### src/rtl/tsensor_pkg.sv
// Shared types and constants for the timing-sensor alarm monitor.
// Holds the FSM state encoding and the default sensor/count widths.
package tsensor_pkg;

    localparam int N_SENS_DEF = 32;
    localparam int CNT6_W     = 6;

    typedef enum logic [1:0] {
        ST_IDLE  = 2'd0,
        ST_ALERT = 2'd1,
        ST_COOL  = 2'd2
    } state_t;

endpackage

### src/rtl/popcount32.sv
// Purely combinational 32-bit population count.
// Ports: din[31:0] in, cnt[5:0] out (0..32).
module popcount32
    import tsensor_pkg::*;
(
    input  logic [31:0]       din,
    output logic [CNT6_W-1:0] cnt
);

    always_comb begin
        cnt = '0;
        for (int i = 0; i < 32; i++) begin
            cnt = cnt + {{(CNT6_W-1){1'b0}}, din[i]};
        end
    end

endmodule

### src/rtl/tsensor_alarm_monitor.sv
// Aggregates timing-sensor alarm lines into an interrupt with cooldown.
// Ports: clk, rst (sync, active-high), alarm/mask[N_SENS], thresh[6],
//        ack, clear in; irq, sticky[N_SENS], peak[6], event_cnt[CNT_W],
//        state[2] out.
module tsensor_alarm_monitor
    import tsensor_pkg::*;
#(
    parameter int N_SENS    = N_SENS_DEF,
    parameter int QUIET_CYC = 16,
    parameter int CNT_W     = 16
) (
    input  logic              clk,
    input  logic              rst,
    input  logic [N_SENS-1:0] alarm,
    input  logic [N_SENS-1:0] mask,
    input  logic [5:0]        thresh,
    input  logic              ack,
    input  logic              clear,
    output logic              irq,
    output logic [N_SENS-1:0] sticky,
    output logic [5:0]        peak,
    output logic [CNT_W-1:0]  event_cnt,
    output logic [1:0]        state
);

    localparam int QW = (QUIET_CYC > 1) ? $clog2(QUIET_CYC) : 1;
    localparam logic [QW-1:0] QUIET_LAST = QW'(QUIET_CYC - 1);

    logic [N_SENS-1:0] alarm_q;
    logic [N_SENS-1:0] masked;
    logic [31:0]       pc_in;
    logic [5:0]        pc_out;
    logic [5:0]        cnt_q;
    logic              hit;

    state_t            state_q;
    state_t            state_d;
    logic [QW-1:0]     quiet_q;
    logic [QW-1:0]     quiet_d;

    assign masked = alarm_q & mask;
    // Narrower arrays are zero-extended into the fixed 32-bit counter.
    assign pc_in  = 32'(masked);

    popcount32 u_pc (
        .din (pc_in),
        .cnt (pc_out)
    );

    assign hit = (thresh != 6'd0) && (cnt_q >= thresh);

    // Two-stage pipeline: raw alarms, then masked count.
    always_ff @(posedge clk) begin
        if (rst) begin
            alarm_q <= '0;
            cnt_q   <= '0;
        end else begin
            alarm_q <= alarm;
            cnt_q   <= pc_out;
        end
    end

    // Statistics; clear wins over same-edge contributions.
    always_ff @(posedge clk) begin
        if (rst || clear) begin
            sticky    <= '0;
            peak      <= '0;
            event_cnt <= '0;
        end else begin
            sticky <= sticky | masked;
            if (cnt_q > peak) begin
                peak <= cnt_q;
            end
            if (hit && (event_cnt != '1)) begin
                event_cnt <= event_cnt + 1'b1;
            end
        end
    end

    // FSM state register
    always_ff @(posedge clk) begin
        if (rst) begin
            state_q <= ST_IDLE;
            quiet_q <= '0;
        end else begin
            state_q <= state_d;
            quiet_q <= quiet_d;
        end
    end

    // FSM next-state logic
    always_comb begin
        state_d = state_q;
        quiet_d = quiet_q;
        case (state_q)
            ST_IDLE: begin
                if (hit) begin
                    state_d = ST_ALERT;
                end
            end
            ST_ALERT: begin
                if (ack) begin
                    state_d = ST_COOL;
                    quiet_d = '0;
                end
            end
            ST_COOL: begin
                if (hit) begin
                    quiet_d = '0;
                end else if (quiet_q == QUIET_LAST) begin
                    state_d = ST_IDLE;
                    quiet_d = '0;
                end else begin
                    quiet_d = quiet_q + 1'b1;
                end
            end
            default: begin
                state_d = ST_IDLE;
                quiet_d = '0;
            end
        endcase
    end

    // FSM outputs
    always_comb begin
        irq   = (state_q == ST_ALERT);
        state = state_q;
    end

endmodule

### config.mk
export PLATFORM = sky130hd
export DESIGN_NAME = tsensor_alarm_monitor
export DESIGN_NICKNAME = d
export VERILOG_FILES = /design/src/rtl/tsensor_pkg.sv /design/src/rtl/popcount32.sv /design/src/rtl/tsensor_alarm_monitor.sv
export SDC_FILE = /design/constraint.sdc
export NUM_CORES = 1
export LEC_CHECK = 0
export ABC_AREA = 1
export CAP_MARGIN = 5
export CORE_MARGIN = 3
export CORE_UTILIZATION = 52
export DETAILED_ROUTE_END_ITERATION = 8
export MAX_ROUTING_LAYER = met4
export PLACE_DENSITY_LB_ADDON = 0.08
export SLEW_MARGIN = 20
export SYNTH_ARGS = -nofsm -noshare
export SYNTH_HDL_FRONTEND = slang
export SYNTH_SLANG_ARGS = --single-unit
### constraint.sdc
create_clock -name clk -period 10.6 [get_ports clk]
set_input_delay 1.06 -clock clk [delete_from_list [all_inputs] [get_ports clk]]
set_output_delay 1.06 -clock clk [all_outputs]
set_load 0.05 [all_outputs]
== After elaboration in Yosys (flattened, before gate mapping) ==
Cells that the tools add are included.
Operators by class
  $add $sub $neg: 33
  magnitude comparators: 2
  eq/ne operators: 8
  muxes and demuxes: 9
  bitwise logic cells: 3
  reduce and logical (&&, ||, !) cells: 7
Operators by type and width (number)
  adder 6 x 1 -> 6 bit: 30
  bitwise AND 32 bit: 1
  bitwise OR 32 bit: 1
  adder 16 x 1 -> 16 bit, second input constant: 1
  inequality test 16 bit, second input constant: 1
  two-way mux 4 bit: 3
  one-hot mux 4 bit (3 select lines): 1
  two-way mux 2 bit: 4
  inequality test 2 bit, second input constant: 4
  greater-or-equal comparator 6 bit: 1
  greater-than comparator 6 bit: 1
  one-hot mux 2 bit (3 select lines): 1
  nonzero test 6 bit: 1
  adder 4 x 1 -> 4 bit, second input constant: 1
  equality test 4 bit, second input constant: 1
  AND reduction 4 bit: 1
  adder 1 x 1 -> 2 bit: 1
  equality test 2 x 1 -> 1 bit, second input constant: 1
  equality test 2 bit, second input constant: 1
  logical AND 1 bit: 2
  zero test 2 bit: 1
  AND reduction 2 bit: 1
  logical OR 1 bit: 1
  NOT 1 bit: 1
Word-level totals
  bits in registers: 98
  input port bits: 74
  word-level logic and storage cells: 69

== Longest topological paths before layout ==
Gate-level depths: netlist of run 1.
  word-level depth: 32
  gate-level depth with buffers: 20
  depth with buffers taken out: 20

== Cells and area by module ==
Synthesis of run 1 repeated with hierarchy kept, for this count alone.
Unflattened totals
  cells, all modules: 636
  area total of the unflattened synthesis: 4933.5 um^2
Modules (own cells, without submodules)
  tsensor_alarm_monitor: times used 1, cells an instance 545, area an instance 4124.0 um^2, seq. area each 1961.9 um^2
  popcount32: times used 1, cells an instance 91, area an instance 809.5 um^2, seq. area each 0.0 um^2

== Least setup slack after synthesis of run 1 ==
OpenSTA, ideal clock, no wires.
  path type: in2reg
  start point: input mask[0]
  end point: register cnt_q[4]
  setup time: 70 ps
  arrival: 5658 ps
  required time: 10530 ps
  path slack: 4872 ps
  cell stages on the path: 20
  cells stage by stage: nand2_1 -> inv_1 -> ha_1 -> inv_1 -> fa_1 -> fa_1 -> fa_1 -> fa_1 -> fa_1 -> inv_1 -> fa_1 -> fa_1 -> inv_1 -> fa_1 -> inv_1 -> nand2_1 -> nand2_1 -> a21oi_1 -> o21ai_0 -> a21oi_1
On the way
  word-level cells in the longest chain between the ends: 32
Ends and longest elaborated chain
  from (decl): RTL line tsensor_alarm_monitor.sv:15  | input logic [N_SENS-1:0] mask,
  bitwise AND 32 bit: RTL line tsensor_alarm_monitor.sv:41  | assign masked = alarm_q & mask;
  adder 1 x 1 -> 2 bit: RTL line popcount32.sv:13  | cnt = cnt + {{(CNT6_W-1){1'b0}}, din[i]};
  adder 6 x 1 -> 6 bit (30 in series): RTL line popcount32.sv:13
  to (signal assigned): RTL line tsensor_alarm_monitor.sv:59  | cnt_q <= pc_out;
  to (decl): RTL line tsensor_alarm_monitor.sv:33  | logic [5:0] cnt_q;
No other way between the ends.
A chain may end at the register's enable or synchronous reset.

== Worst setup path after layout of run 1 ==
  start point: input mask[1]
  end point: register cnt_q[4]
Same word-level chain as after synthesis.

==> impl_results.md, run 1 <==
* Critical Path RT at 10.89 ns
* Worst Reg-to-Reg Cells at 20
* Resize count post-CTS at 0
* Worst Setup End Kind: flip-flop
* Final Setup Violations at 0
* Num CTS Buffers at 9
* RR Endpoint: cnt_q[4]
* Most common cell after layout, fill and taps aside: inv_1
* Number of cell rows at 34
* Wire length per cell at between 10 and 15 µm
* Core area at 8891 µm²
* Least-Margin Pin Slew at between 0.7 and 0.8 ns
* Fin. Hold Viols at 0
* LEAKAGE at about 0.0033 µW
* Post-Synthesis Cell Area at approximately 5000 µm²
* Max stage delay on crit path at between 0.5 and 0.6 ns
* Die area at 10540 µm²
* Peak supply drop at 0.09559 mV
* DP Cell Count at 848
* Post-CTS setup buffers at 0
* Power Density at around 160 nW/µm²
* Worst Path Max Fanout at 3
* Critical Path Slowest Stage Cell: fa_1
* Initial antenna violation count at 0
* DRC violations left at 0
* Hold WC Path Type: flip-flop to flip-flop
* Die width at between 100 and 150 µm
* Fill cells at 717
* R2r startpoint: alarm_q[1]
* Pre-CTS WS at 4.198 ns
* Min Clock Period, post-route at 5.999 ns
* Critical path endpoint: cnt_q[4]
* Kind of critical path: primary input to flip-flop
* Final worst setup slack at about 4.6 ns
* IO buf count at 130
* GRT met2 Usage at 0.3823
* Vias in the first global route at between 4000 and 5000
* Htree depth at 3
* CTS Hold Buffers Added at 0
* Unrepaired setup endpoints after global routing: false
* Clock Skews at between 0.01 and 0.015 ns
* Number of DRC markers in iteration 0 at 75
* Post-Syn Nets at 743
* Nets at roughly 870
* Final Max Tran Viols at 0
* Area leader, netlist: dfxtp_1
* Worst path cell trace: clkdlybuf4s50_1, nand2_1, inv_1, ha_1, inv_1, fa_1, fa_1, fa_1, fa_1, fa_1, inv_1, fa_1, fa_1, inv_1, fa_1, inv_1, nand2_1, nand2_1, a21oi_1, o21ai_0, a21oi_1
* Status: completed
* CTS tree: yes
* # IOs at approximately 130
* Max Buffers Root-to-Sink at 2
* Syn-to-layout area delta at 31.90%
* GRT Total Usage at 0.2162
* Total gr overflow at 0
* Starting Density at 0.5466
* Syn Inst Count at between 600 and 700
* Yosys reg bits at 98
* DR vias at roughly 4000
* DR pass1 iterations at 4
* Final Cycle Share at 0.5660
* Met1 usage in global routing at 0.2444
* Most frequent cells in the layout: 158 x inv_1, 130 x clkdlybuf4s50_1, 109 x nand2_1, 98 x dfxtp_1, 62 x nor2_1
* Non-Filler Instances at 864
* Design Power at 1043 µW
* Layout cells sized above 1 at 0.05423
* Ant diodes at 0
* First-pass GRT wire length at roughly 18 mm
* GP Congestion at roughly 0.85
* Largest net degree at the start of global routing at 43
* Share of the synthesized area in the top cell type at 0.4037
* Worst setup path start: mask[1]
* Final setup TNS at 0 ns
* Final ANT Viol Nets at 0
* CP arrival at roughly 6.3 ns
* Maxcap violations at 0
* Grt met3 use at 0.05683
* Grt peak-use layer: met2
* Vias per cell at 4.721
* Final WL at 10.47 mm
* Yosys warning total at 0
* Count of cell types in the netlist at 31
* Fmax at ~0.17 GHz
* Worst setup SP type: primary input
* Clk Latency, worst-skew pair at 0.36 ns
* Reg2reg setup slack at 5.39 ns
* # clock sinks at about 100
* Final Util at 0.7209
* Die H at 102.7 µm
* Root Driver: clkbuf_8
* Clock-pin slew on the worst setup and hold paths at around 0.1 ns
* Slew headroom at 0.4979
* Synth top area cells: dfxtp_1 40%, inv_1 12%, fa_1 9.9%
* Hpwl dp at 8.317 mm
* Post-Syn Area per Cell at ~8 µm²
* CP dominant cell by count: fa_1
* Post-synthesis sequential area ratio at 0.4037
metal layers:
layer / share of wire / routed length (µm)
met1: 0.40 / 4224
met2: 0.53 / 5527
met3: 0.064 / 667
met4: 0.0047 / 49
met5: 0 / 0
power by group:
group	leakage, µW	internal, µW	switching (µW)
registers	0.000802	396	17.0
logic	0.00236	161	241
clock network	0.0000929	90.0	138
total	0.00326	647	396
stage by stage:
step	cell area, µm²	hold WS [ns]
after global routing	6410	0.5106
after CTS	6410	0.4863
final	6410	0.4820
after floorplan	4860	0.4627
after global placement	6227	0.4546
after detailed placement	6227	0.4601
registers in the layout, summed over array words and instances (netlist names):
name / flops
alarm_q: 32
cnt_q: 6
event_cnt: 16
peak: 6
quiet_q: 4
state: 2
sticky: 32
worst min-delay path by stage:
stage | from | endpoint | slack, ns | depth (start not counted)
after detailed placement | sticky[17] | sticky[17] | 0.46 | 2
after CTS | sticky[5] | sticky[5] | 0.49 | 2
final | sticky[5] | sticky[5] | 0.48 | 2
after floorplan | quiet_q[1] | quiet_q[1] | 0.46 | 2
after global placement | sticky[2] | sticky[2] | 0.45 | 2
after global routing | sticky[17] | sticky[17] | 0.51 | 2
cell type report:
type / count / area, µm² / share of cell area
Clock buffer: 9 / 123.9 / 0.01932
Clock inverter: 7 / 58.81 / 0.009174
Inverter: 162 / 608.1 / 0.09487
Multi-Input combinational cell: 348 / 2206 / 0.3441
Sequential cell: 98 / 1962 / 0.3061
Tap cell: 108 / 135.1 / 0.02108
Timing Repair Buffer: 132 / 1316 / 0.2053
critical path: cells and delay by family:
kind                     cells  cell delay, ns
adder cells (fa/ha/maj)      9            3.97
buffers and inverters        6            0.71
AO/OA/AOI/OAI                3            0.40
AND/OR/NAND/NOR              3            0.16
cell families after synthesis:
family	Yosys count	share of synthesized area
AND/OR/NAND/NOR	215	0.1923
AO/OA/AOI/OAI	75	0.08394
XOR/XNOR	12	0.02163
adder cells (fa/ha/maj)	46	0.1555
flip-flops	98	0.4037
buffers and inverters	177	0.1429
Yosys cell counts, drive strengths merged:
cell type  instances
a21oi             35
a22oi              1
a31oi              1
buf                7
clkbuf             8
dfxtp             98
fa                24
ha                22
inv              162
nand2            114
nand3             23
nand3b             2
nand4              9
nor2              66
nor3               1
o21a               1
o21ai             37
xnor2              8
xor2               4
(Power assumes the default switching activity.)
==> inputs of run 2 (changes only) <==
--- a/config.mk
+++ b/config.mk
@@ -8,7 +8,7 @@
 export ABC_AREA = 1
 export CAP_MARGIN = 5
 export CORE_MARGIN = 3
-export CORE_UTILIZATION = 52
+export CORE_UTILIZATION = 49
 export DETAILED_ROUTE_END_ITERATION = 8
 export MAX_ROUTING_LAYER = met4
 export PLACE_DENSITY_LB_ADDON = 0.08
==> constraint.sdc (replaced) <==
create_clock -name clk -period 6.1 [get_ports clk]
set_input_delay 0.61 -clock clk [delete_from_list [all_inputs] [get_ports clk]]
set_output_delay 0.61 -clock clk [all_outputs]
set_load 0.05 [all_outputs]
==> run 2 against run 1 <==
  * Combinational power up 73%
  * Highest routed layer unchanged
  * Setup slack worse by 4.1 ns
  * First-iteration DRC count up 9.3%
  * Wire length down 0.68%
  * Sequential cell count unchanged
  * Critical endpoint unchanged
  * Critical path type unchanged
  * Register-to-register slack worse by 4.5 ns
  * Die area up 5.8%
==> impl_results.md, run 2 (same netlist as run 1, synthesis figures left out) <==
* Max stage delay on crit path at 0.55 ns (about the same)
* # IOs at 131 (unchanged)
* Number of DRC markers in iteration 0 at 82 (+9.3%)
* Worst Path Max Fanout at 3 (unchanged)
* First-pass GRT wire length at 17.54 mm (-1.4%)
* Post-CTS setup buffers at 0 (unchanged)
* Critical path endpoint: cnt_q[4]
* Final Util at 0.6806 (-0.04038)
* Status: completed
* Syn-to-layout area delta at 32.47%
* CTS tree: yes
* Peak supply drop at 0.1887 mV (+97%)
* Vias in the first global route at 3912 (-4.1%)
* Register share of total power at 0.395 (about the same)
* Layout cells sized above 1 at 0.05291 (-0.001323)
* Reg2reg setup slack at 0.87 ns (-4.52 ns)
* Design Power at 1816 µW (+74%)
* Top Registers: alarm_q (32), sticky (32), event_cnt (16)
* Fin. Hold Viols at 0 (unchanged)
* Worst Reg-to-Reg Cells at 20 (unchanged)
* Initial antenna violation count at 0 (unchanged)
* IO buf count at 130 (unchanged)
* Unrepaired setup endpoints after global routing: false
* Min-delay src: sticky[31]
* DR vias at 4038 (-1.0%)
* # clock sinks at 98 (unchanged)
* Clk Latency, worst-skew pair at 0.36 ns (about the same)
* Die width at 105.6 µm (+2.8%)
* GRT Total Usage at 0.1971 (-0.01909)
* Worst path cell trace: clkdlybuf4s50_1, nand2_1, inv_1, ha_1, inv_1, fa_1, fa_1, fa_1, fa_1, fa_1, inv_1, fa_1, fa_1, inv_1, fa_1, inv_1, nand2_1, nand2_1, a21oi_1, o21ai_0, a21oi_1
* Kind of critical path: primary input to flip-flop
* Placed cell area at 6254 µm² (+0.42%)
* Min Clock Period, post-route at between 5 and 6 ns
* Power Density at 282.0 nW/µm² (+73%)
* Final Max Tran Viols at 0 (unchanged)
* Final Setup Violations at 0 (unchanged)
* Maxcap violations at 0 (unchanged)
* Worst setup path start: mask[0]
* Hpwl dp at 8.055 mm (-3.1%)
* Final WL at 10.40 mm (-0.68%)
* Internal cell power at 1133 µW (+75%)
* Slew headroom at 0.5093 (+0.01133)
* Resize count post-CTS at 0 (unchanged)
* Clock-pin slew on the worst setup and hold paths at 0.10 ns (about the same)
* Most frequent cells in the layout: 158 x inv_1, 130 x clkdlybuf4s50_1, 109 x nand2_1, 98 x dfxtp_1, 62 x nor2_1
* LEAKAGE at 0.003255 µW (about the same)
* Final ANT Viol Nets at 0 (unchanged)
* Wire length per cell at 11.75 µm (-3.0%)
* Starting Density at 0.5138 (-0.03282)
* Hold WC Path Type: flip-flop to flip-flop
* DRC violations left at 0 (unchanged)
* Vias per cell at 4.563 (-3.4%)
* Largest net degree at the start of global routing at 43 (unchanged)
* RR Endpoint: cnt_q[4]
* Final setup TNS at 0 ns (unchanged)
* Fmax at 0.1794 GHz
* Total gr overflow at 0 (unchanged)
* Die H at 105.6 µm (+2.8%)
* Number of cell rows at 35 (+2.9%)
* Final Instance Area at 6437 µm² (+0.43%)
* Critical Path RT at 6.38 ns (-4.51 ns)
* Sw Share at 0.3759 (-0.003781)
* Critical Path Slowest Stage Cell: fa_1
* Combinational power share at 0.384 (-0.002)
* Clock Skews at 0.01800 ns (+0.004027 ns)
* Htree depth at 3 (unchanged)
* Non-Filler Instances at 885 (+2.4%)
* CP arrival at 5.86 ns (-0.43 ns)
* Worst Setup End Kind: flip-flop
* Least-Margin Pin Slew at 0.7312 ns (-0.01689 ns)
* CTS Hold Buffers Added at 0 (unchanged)
* Ant diodes at 0 (unchanged)
* Max Buffers Root-to-Sink at 2 (unchanged)
* Sw Pwr at 682.5 µW (+72%)
* Clock share of power at 0.220 (+0.002)
* DP Cell Count at 869 (+2.5%)
* Nets at 871 (unchanged)
* GP Congestion at 0.8743 (+2.9%)
* CP dominant cell by count: fa_1
* R2r startpoint: alarm_q[0]
* Num CTS Buffers at 9 (unchanged)
* Die area at 11150 µm² (+5.8%)
* Worst setup SP type: primary input
* Root Driver: clkbuf_8
* Core area at 9459 µm² (+6.4%)
* DR pass1 iterations at 4 (unchanged)
* Most common cell after layout, fill and taps aside: inv_1
* Final Cycle Share at 0.9136
==> run 2: cell types whose count changed in the layout (fill, tap and decap cells not counted) <==
cell	delta
clkinv_2	-1
inv_8	-1
clkbuf_1	+1
clkbuf_8	+1
==> run 2: how the worst min path moves through the flow <==
stage	endpoint	slack, ns	cells past startpoint
floorplan	quiet_q[1]	0.46	2
global route	sticky[23]	0.50	2
detailed placement	sticky[27]	0.46	2
CTS	sticky[23]	0.49	2
global placement	sticky[2]	0.46	2
finish	sticky[31]	0.48	2
==> run 2: per-layer routing <==
layer,global-route usage,wire length [µm]
met5,-,0
met4,0.06198,175
met3,0.04776,562
met1,0.2249,4391
met2,0.3420,5268
==> run 2: power groups by stage <==
stage | clock (µW) | sequential, µW | combinational [µW]
after floorplan | 0 | 805 | 451
after global placement | 0 | 730 | 681
after detailed placement | 0 | 732 | 700
after CTS | 413 | 718 | 703
after global routing | 436 | 725 | 791
final | 400 | 717 | 698
==> run 2: worst max-delay path, delay by kind of cell <==
| kind | cells | cell delay [ns] |
|---|---|---|
| simple gates | 3 | 0.16 |
| fa+ha+maj | 9 | 3.98 |
| buf+inv | 6 | 0.70 |
| compound gates | 3 | 0.40 |
==> run 2: layout make-up <==
| class | count | area (µm²) |
|---|---|---|
| Fill cell | 850 | 3022 |
| Multi-Input combinational cell | 348 | 2206 |
| Sequential cell | 98 | 1962 |
| Timing Repair Buffer | 132 | 1316 |
| Inverter | 162 | 608.1 |
| Tap cell | 129 | 161.4 |
| Clock buffer | 11 | 141.4 |
| Clock inverter | 5 | 42.54 |
==> run 2: metrics by stage <==
stage | setup slack (ns) | hold WS [ns]
after floorplan | 0.8224 | 0.4627
after detailed placement | 0.1807 | 0.4580
final | 0.5270 | 0.4842
after global routing | 0.2668 | 0.5031
after global placement | 0.3026 | 0.4551
after CTS | 0.5270 | 0.4888
==> inputs of run 3 (changes only) <==
--- a/config.mk
+++ b/config.mk
@@ -7,8 +7,11 @@
 export LEC_CHECK = 0
 export ABC_AREA = 1
 export CAP_MARGIN = 5
+export CELL_PAD_IN_SITES_DETAIL_PLACEMENT = 1
+export CELL_PAD_IN_SITES_GLOBAL_PLACEMENT = 2
 export CORE_MARGIN = 3
-export CORE_UTILIZATION = 49
+export CORE_UTILIZATION = 27
+export CTS_CLUSTER_DIAMETER = 50
 export DETAILED_ROUTE_END_ITERATION = 8
 export MAX_ROUTING_LAYER = met4
 export PLACE_DENSITY_LB_ADDON = 0.08
==> run 3 against run 2 <==
  * First-iteration DRC count is 17% higher
  * Highest routed layer unchanged
  * Global-route usage down 5.7 points
  * Clock power grew 51%
  * Die area grew 76%
  * Largest power group is now combinational cells
  * Cell area rose by 3.8%
==> impl_results.md, run 3 (same netlist as run 1, synthesis figures left out) <==
* Most common cell after layout, fill and taps aside: inv_1
* # IOs at 131 (unchanged)
* IO buf count at 130 (unchanged)
* Max stage delay on crit path at 0.55 ns (about the same)
* Num CTS Buffers at 9 (unchanged)
* Max Buffers Root-to-Sink at 2 (unchanged)
* Fmax at 0.1803 GHz (+0.50%)
* Root Driver: clkbuf_16
* Die width at 140.2 µm (+33%)
* Die H at 140.2 µm (+33%)
* First-pass GRT wire length at 21.33 mm (+22%)
* Final Cycle Share at 0.9091 (-0.004516)
* DRC violations left at 0 (unchanged)
* Min Clock Period, post-route at 5.545 ns (-0.02755 ns)
* Unrepaired setup endpoints after global routing: false
* Top Registers: alarm_q (32), sticky (32), event_cnt (16)
* Critical Path RT at 6.38 ns (about the same)
* Final ANT Viol Nets at 0 (unchanged)
* Resize count post-CTS at 0 (unchanged)
* Pre-CTS WS at 0.1597 ns (-0.02102 ns)
* Wire length per cell at 13.08 µm (+11%)
* Initial antenna violation count at 0 (unchanged)
* # clock sinks at 98 (unchanged)
* CP dominant cell by count: fa_1
* Ant diodes at 0 (unchanged)
* Number of cell rows at 48 (+37%)
* Number of DRC markers in iteration 0 at 96 (+17%)
* Largest net degree at the start of global routing at 43 (unchanged)
* Starting Density at 0.2781 (-0.2357)
* Clk Latency, worst-skew pair at 0.35 ns (about the same)
* GP Congestion at 0.7824 (-11%)
* Final worst setup slack at 0.5545 ns (+0.02755 ns)
* Critical Path Slowest Stage Cell: fa_1
* DR vias at 4087 (+1.2%)
* Status: completed
* Nets at 871 (unchanged)
* Slew headroom at 0.3994 (-0.1099)
* GRT Total Usage at 0.1399 (-0.05720)
* Hold WC Path Type: flip-flop to flip-flop
* Fill cells at 2060 (+140%)
* Least-Margin Pin Slew at 0.9009 ns (+0.1697 ns)
* Core area at 17480 µm² (+85%)
* CTS Hold Buffers Added at 0 (unchanged)
* Final WL at 12.83 mm (+23%)
* Peak supply drop at 0.1695 mV (-10%)
* Kind of critical path: primary input to flip-flop
* Final Setup Violations at 0 (unchanged)
* Power Density at 306.4 nW/µm² (+8.6%)
* Worst path cell trace: clkdlybuf4s50_1, nand2_1, inv_1, ha_1, inv_1, fa_1, fa_1, fa_1, fa_1, fa_1, inv_1, fa_1, fa_1, inv_1, fa_1, inv_1, nand2_1, nand2_1, a21oi_1, o21ai_0, a21oi_1
* DR pass1 iterations at 4 (unchanged)
* Hpwl dp at 9.945 mm (+23%)
* Vias in the first global route at 4351 (+11%)
* LEAKAGE at 0.003318 µW (+1.9%)
* Worst setup SP type: primary input
* Worst Setup End Kind: flip-flop
* Final Max Tran Viols at 0 (unchanged)
* Syn-to-layout area delta at 37.56%
* Vias per cell at 4.166 (-8.7%)
* Post-CTS setup buffers at 0 (unchanged)
* Die area at 19640 µm² (+76%)
* Total gr overflow at 0 (unchanged)
* CP arrival at 5.83 ns (-0.03 ns)
* Reg2reg setup slack at 0.94 ns (+0.07 ns)
* Clock Skews at 0.009680 ns (-0.008322 ns)
* Final setup TNS at 0 ns (unchanged)
* Layout cells sized above 1 at 0.05556 (+0.002646)
* Most frequent cells in the layout: 158 x inv_1, 129 x clkdlybuf4s50_1, 109 x nand2_1, 98 x dfxtp_1, 62 x nor2_1
* Fin. Hold Viols at 0 (unchanged)
* Clock-pin slew on the worst setup and hold paths at 0.07 ns (-0.03 ns)
* Maxcap violations at 0 (unchanged)
* CTS tree: yes
* Htree depth at 3 (unchanged)
* Worst Path Max Fanout at 3 (unchanged)
-- run 3: layout make-up --
class                   count  area (µm²)  share of cell area
flip-flops and latches     98        1962              0.2935
clock inverters             7       86.33             0.01291
inverters                 162       608.1             0.09096
multi-input cells         348        2211              0.3307
clock buffers               9       225.2             0.03369
well taps                 225       281.5             0.04211
repair buffers            132        1311              0.1961
-- run 3: worst max-delay path: cells and delay by family --
| kind | cells | cell delay, ns |
|---|---|---|
| compound gates | 3 | 0.35 |
| fa+ha+maj | 9 | 4.00 |
| buf+inv | 6 | 0.72 |
| simple gates | 3 | 0.16 |
-- run 3: path summary, 6_finish.rpt --
| kind | cells past startpoint | startpoint | endpoint |
|---|---|---|---|
| setup / recovery | 21 | mask[0] | cnt_q[4] |
| hold / removal | 2 | sticky[30] | sticky[30] |
| setup reg to reg | 20 | alarm_q[1] | cnt_q[4] |
| hold reg to reg | 2 | sticky[30] | sticky[30] |
-- run 3: power by group --
group | total [µW] | switching, µW | internal, µW
sequential | 718 | 30.2 | 687
clock | 604 | 278 | 326
combinational | 726 | 435 | 291
total | 2050 | 743 | 1300
-- run 3: metrics by stage --
step           power [µW]  instances  cell area [µm²]    util  hold WS [ns]
2_1_floorplan        1256        623             4860       -        0.4627
5_1_grt              2218        981             6685  0.3825        0.5085
3_3_place_gp         1451        965             6374  0.3647        0.4569
6_report             2048        981             6685  0.3825        0.4808
3_5_place_dp         1479        965             6374  0.3647        0.4613
4_1_cts              2099        981             6685  0.3825        0.4832
-- run 3: routing by layer --
layer  track usage  vias up  part of all wire
met5             -        -                 0
met4       0.03264        0             0.010
met3       0.04814       11             0.057
met2        0.2356       82              0.50
met1        0.1609     1880              0.44
li1              -     2114                 -
